===== src/rtl/fpu_issue_seq.sv =====
// Issue sequencer between the integer core and the FPAdder: latches one float command,
// runs the adder until stall falls (or a timeout), and returns the tagged result.
module fpu_issue_seq #(
  parameter logic [31:0] FLT_MAGIC = 32'h4B00_0000,
  parameter int unsigned TIMEOUT   = 15,
  parameter int unsigned TAGW      = 4
) (
  input  logic            clk,
  input  logic            rst,
  input  logic            cmd_valid,
  output logic            cmd_ready,
  input  logic [1:0]      cmd_op,
  input  logic [31:0]     cmd_a,
  input  logic [31:0]     cmd_b,
  input  logic [TAGW-1:0] cmd_tag,
  output logic            res_valid,
  input  logic            res_ready,
  output logic [31:0]     res_data,
  output logic [TAGW-1:0] res_tag,
  output logic            res_err,
  output logic            fpa_run,
  output logic            fpa_u,
  output logic            fpa_v,
  output logic [31:0]     fpa_x,
  output logic [31:0]     fpa_y,
  input  logic            fpa_stall,
  input  logic [31:0]     fpa_z,
  output logic            busy
);

  typedef enum logic [1:0] {S_IDLE, S_RUN, S_GAP} state_t;
  typedef enum logic [1:0] {OP_FAD, OP_FSB, OP_FLT, OP_FLR} op_t;

  state_t          r_state;
  state_t          w_state_nxt;
  logic [7:0]      r_cnt;
  logic [TAGW-1:0] r_tag;
  logic            w_accept;
  logic            w_tmo;
  logic            w_capture;

  assign w_accept  = cmd_valid & cmd_ready;
  assign w_tmo     = (r_cnt == 8'(TIMEOUT - 1));
  assign w_capture = (r_state == S_RUN) & (~fpa_stall | w_tmo);

  always_ff @(posedge clk) begin
    if (rst) r_state <= S_IDLE;
    else     r_state <= w_state_nxt;
  end

  always_comb begin
    w_state_nxt = r_state;
    case (r_state)
      S_IDLE:  if (w_accept) w_state_nxt = S_RUN;
      S_RUN:   if (w_capture) w_state_nxt = S_GAP;
      S_GAP:   w_state_nxt = S_IDLE;
      default: w_state_nxt = S_IDLE;
    endcase
  end

  // Accept only when a held result is absent or leaves on this same edge.
  always_comb begin
    cmd_ready = 1'b0;
    fpa_run   = 1'b0;
    busy      = 1'b1;
    case (r_state)
      S_IDLE: begin
        cmd_ready = ~res_valid | res_ready;
        busy      = 1'b0;
      end
      S_RUN:   fpa_run = 1'b1;
      default: ;
    endcase
  end

  always_ff @(posedge clk) begin
    if (rst) begin
      fpa_x     <= '0;
      fpa_y     <= '0;
      fpa_u     <= 1'b0;
      fpa_v     <= 1'b0;
      r_tag     <= '0;
      r_cnt     <= '0;
      res_valid <= 1'b0;
      res_data  <= '0;
      res_tag   <= '0;
      res_err   <= 1'b0;
    end else begin
      if (w_accept) begin
        fpa_x <= cmd_a;
        r_tag <= cmd_tag;
        r_cnt <= '0;
        case (op_t'(cmd_op))
          OP_FAD: begin
            fpa_y <= cmd_b;
            fpa_u <= 1'b0;
            fpa_v <= 1'b0;
          end
          OP_FSB: begin
            fpa_y <= {~cmd_b[31], cmd_b[30:0]};
            fpa_u <= 1'b0;
            fpa_v <= 1'b0;
          end
          OP_FLT: begin
            fpa_y <= FLT_MAGIC;
            fpa_u <= 1'b1;
            fpa_v <= 1'b0;
          end
          default: begin
            fpa_y <= FLT_MAGIC;
            fpa_u <= 1'b0;
            fpa_v <= 1'b1;
          end
        endcase
      end
      if (r_state == S_RUN) r_cnt <= r_cnt + 8'd1;
      if (res_valid && res_ready) res_valid <= 1'b0;
      // A capture on the same edge as a consume overrides the clear above.
      if (w_capture) begin
        res_valid <= 1'b1;
        res_tag   <= r_tag;
        if (!fpa_stall) begin
          res_data <= fpa_z;
          res_err  <= 1'b0;
        end else begin
          res_data <= '0;
          res_err  <= 1'b1;
        end
      end
    end
  end

endmodule

===== config.mk =====
export PLATFORM = sky130hd
export DESIGN_NAME = fpu_issue_seq
export DESIGN_NICKNAME = d
export VERILOG_FILES = /design/src/rtl/fpu_issue_seq.sv
export SDC_FILE = /design/constraint.sdc
export NUM_CORES = 1
export LEC_CHECK = 0
export ABC_AREA = 1
export CORE_MARGIN = 4
export CORE_UTILIZATION = 36
export DETAILED_ROUTE_END_ITERATION = 10
export PLACE_DENSITY = 0.85
export SYNTH_ARGS = -nofsm -noshare
export SYNTH_HDL_FRONTEND = slang
export SYNTH_SLANG_ARGS = --single-unit

===== constraint.sdc =====
create_clock -name clk -period 1.25 [get_ports clk]
set_input_delay 0.125 -clock clk [delete_from_list [all_inputs] [get_ports clk]]
set_output_delay 0.125 -clock clk [all_outputs]
set_load 0.005 [all_outputs]

==> flow_summary.ini <==
[finish]
fin_nets = 921
num_antenna_cells = 0
drive_above_1_share_pct = 36.01
final_cell_area_mm2 = 0.008803
stdcell_count = 965
area_delta_synth_final_pct = 105.4

[clocking]
clock-sinks = 118
cts_max_level = 4
clk_pin_slew_ns = 0.05
clockBufferDepth = 2
clock_latency_ns = 0.41
cts_tree = built
cts_root_buf = clkbuf_16
numCtsBuffers = 17

[synthesis]
syn_inst = 548
synth_most_common_cell = nand2_1
synth_top_area_share_pct = 55.12
synth_top_cells_by_count = nand2_1 (185), dfxtp_1 (118), a21oi_1 (114), nand3_1 (38), buf_2 (20)
ys_async_sr_fraction_pct = 0
synth_area_leader_cell = dfxtp_1
synth_edf_count = 0
syn_area_mm2 = 0.004285
synth_cell_types = 20
synth-main-ff-cell = dfxtp_1
synth_area_leaders = dfxtp_1 (55%), nand2_1 (16%), a21oi_1 (13%), nand3_1 (4.4%), buf_2 (2.3%)
ys_ff_latch = 118
ys.warnings.count = 0
synthesis.nets = 657
avgSynthCellArea_um2 = 7.820
seq_area_frac_synth_pct = 55.12

[place]
dpl-instance-area_mm2 = 0.006769
post-place-ws_ns = -0.2602
place.gp.congestion = 0.7903
io_buffers = 213
dp_cells = 899
dp_hpwl_um = 9524

[floorplanning]
ios = 214
fp-row-count = 39
core_mm2 = 0.01152
die_area_mm2 = 0.01371
dieWidth_um = 117.1
die_h_um = 117.1
start_util_pct = 37.21

[detailed_routing]
drcViolationCount = 0
drtIter0Drc = 263
dr_wl_met3_um = 1270
drt-wirelength-per-cell_um = 19.08
firstDrtPassIters = 5
ant_nets = 0
vias = 4939
routed.top_layer = met4
vias_per_cell = 5.118
dr_wl_met2_um = 10100
drt-met1-wl_um = 6641
wl_um = 18410

[sta]
slew_viol_final = 0
clock_skew_ns = 0.008755
max_clock_freq_ghz = 0.7126
finalSetupViolCount = 115
relSlewSlack_pct = 63.14
rsz0062_at_grt = yes
fin_ws_ns = -0.1532
min_period_ns = 1.403
period_share_pct = 112.3
hold_viol = 0
worst_slew_pin_slew_ns = 0.5523

[hold_path]
hold_path.class = in -> reg

[worst_setup_path]
cp.required_ns = 1.54
worst_path_most_repeated_cell = buf_12
path_cells = nor2_4 -> buf_6 -> nand3_4 -> buf_12 -> buf_12 -> buf_12 -> a21oi_2 -> nor3_1
crit_start = r_state[1]
slowest_stage = dfxtp_2
rr_worst_depth = 8
path_class = reg -> reg
cp_max_fo = 6
r2r_start = r_state[1]
endpoint = r_cnt[3]
cpPeakStageDelay_ns = 0.33
arrival_ns = 1.69
end_kind = flop
startpoint_type = flop
r2r_slack_ns = -0.15
rr_endpoint = r_cnt[3]

[global_route]
grt_pass1_wl_um = 23250
grt.total_usage_pct = 22.20
antenna_found_initial = 0
grt_start_max_net_pins = 41
grt_pass1_vias = 4719
grt_remaining_overflow = 0

[status]
violations = setup timing
status = finished with violations

[power_and_ir_drop]
fin_total_pwr_uw = 10530
vdd_drop_max_mv = 1.200
power.leakage_uw = 0.003798
powerDensity_mw_per_mm2 = 1196

[job]
drv_cap = 0
==> worst max-delay path, delay by kind of cell, from the launching register on <==
kind	cells	cell delay [ns]
simple gates	3	0.27
flops	1	0.33
buf+inv	4	0.56
compound gates	1	0.13
==> power by group <==
part | internal [uW] | leakage, uW | switching, uW
sequential | 3960 | 0.000965 | 151
clock | 2570 | 0.000252 | 1630
combinational | 1230 | 0.00258 | 989
==> state kept, by name (all words and copies together), names as in the netlist <==
name       count
fpa_u          1
res_data      32
r_state        2
fpa_v          1
res_valid      1
res_tag        4
r_cnt          8
fpa_y         32
r_tag          4
fpa_x         32
res_err        1
==> timing repair <==
item | in CTS | in global routing
endpoints found under the hold margin | 1 | 0
hold buffers | 1 | 0
endpoints found under the setup margin | 169 | 121
pin swaps | 8 | 51
gates resized for setup | 171 | 259
gates cloned | 9 | 11
setup buffers | 13 | 5
==> kinds of logic (layout without fill, tap and decap cells) <==
| family | Yosys count | after routing | share of synthesized area [%] |
|---|---|---|---|
| compound gates | 128 | 128 | 15.42 |
| xor+xnor | 1 | 1 | 0.2044 |
| fa+ha+maj | 2 | 2 | 0.5838 |
| buf+inv | 54 | 328 | 5.664 |
| flops | 118 | 118 | 55.12 |
| simple gates | 245 | 245 | 23.01 |
==> worst min-delay path by stage <==
stage	startpoint	to	depth (start not counted)
final	cmd_a[23]	fpa_x[23]	3
after CTS	cmd_a[23]	fpa_x[23]	3
after detailed placement	rst	r_tag[2]	2
after global routing	fpa_z[3]	res_data[3]	3
after floorplan	cmd_b[24]	fpa_y[24]	2
after global placement	rst	r_tag[2]	2
==> cell usage in the layout, fill, tap and decap left out, types with 2 or more instances in the layout <==
master	n
dfxtp_2	5
o21ai_0	4
nor2_4	2
inv_4	2
nand2_1	88
clkdlybuf4s15_1	3
nor3_2	3
nand2_4	55
clkbuf_1	4
clkbuf_16	26
buf_8	6
nor3_4	2
nand2_2	42
o21ai_2	6
buf_12	13
buf_6	14
inv_2	3
a21oi_1	54
nand3_1	27
clkbuf_8	2
nand3_2	9
clkinv_2	6
nor2_1	11
buf_16	7
nand3_4	3
inv_1	10
dfxtp_1	112
buf_4	23
clkdlybuf4s50_1	105
dlygate4sd2_1	101
a21oi_2	60
==> routing by layer <==
layer  vias up  GRT usage (%)
li1       2330              -
met1      2380          22.38
met2       203          40.65
met3        26          10.03
met4         0          7.263
met5         -              0
==> layout make-up <==
class                           count  area, um2
Tap cell                          143      178.9
Clock inverter                      6      30.03
Timing Repair Buffer              283       3079
Sequential cell                   118       2372
Inverter                           16      70.07
Multi-Input combinational cell    376       2605
Clock buffer                       23      467.9
Fill cell                         718       2713
==> per-stage QoR <==
stage / hold slack, ns / utilization [%] / setup TNS (ns)
6_report: 0.2685 / 76.45 / -10.72
5_1_grt: 0.2585 / 76.45 / -16.86
4_1_cts: 0.2528 / 66.82 / -8.632
3_5_place_dp: 0.3660 / 58.78 / -20.69
3_3_place_gp: 0.3586 / 58.78 / -18.56
2_1_floorplan: 0.2642 / - / -0.5120
(Power assumes the default switching activity.)
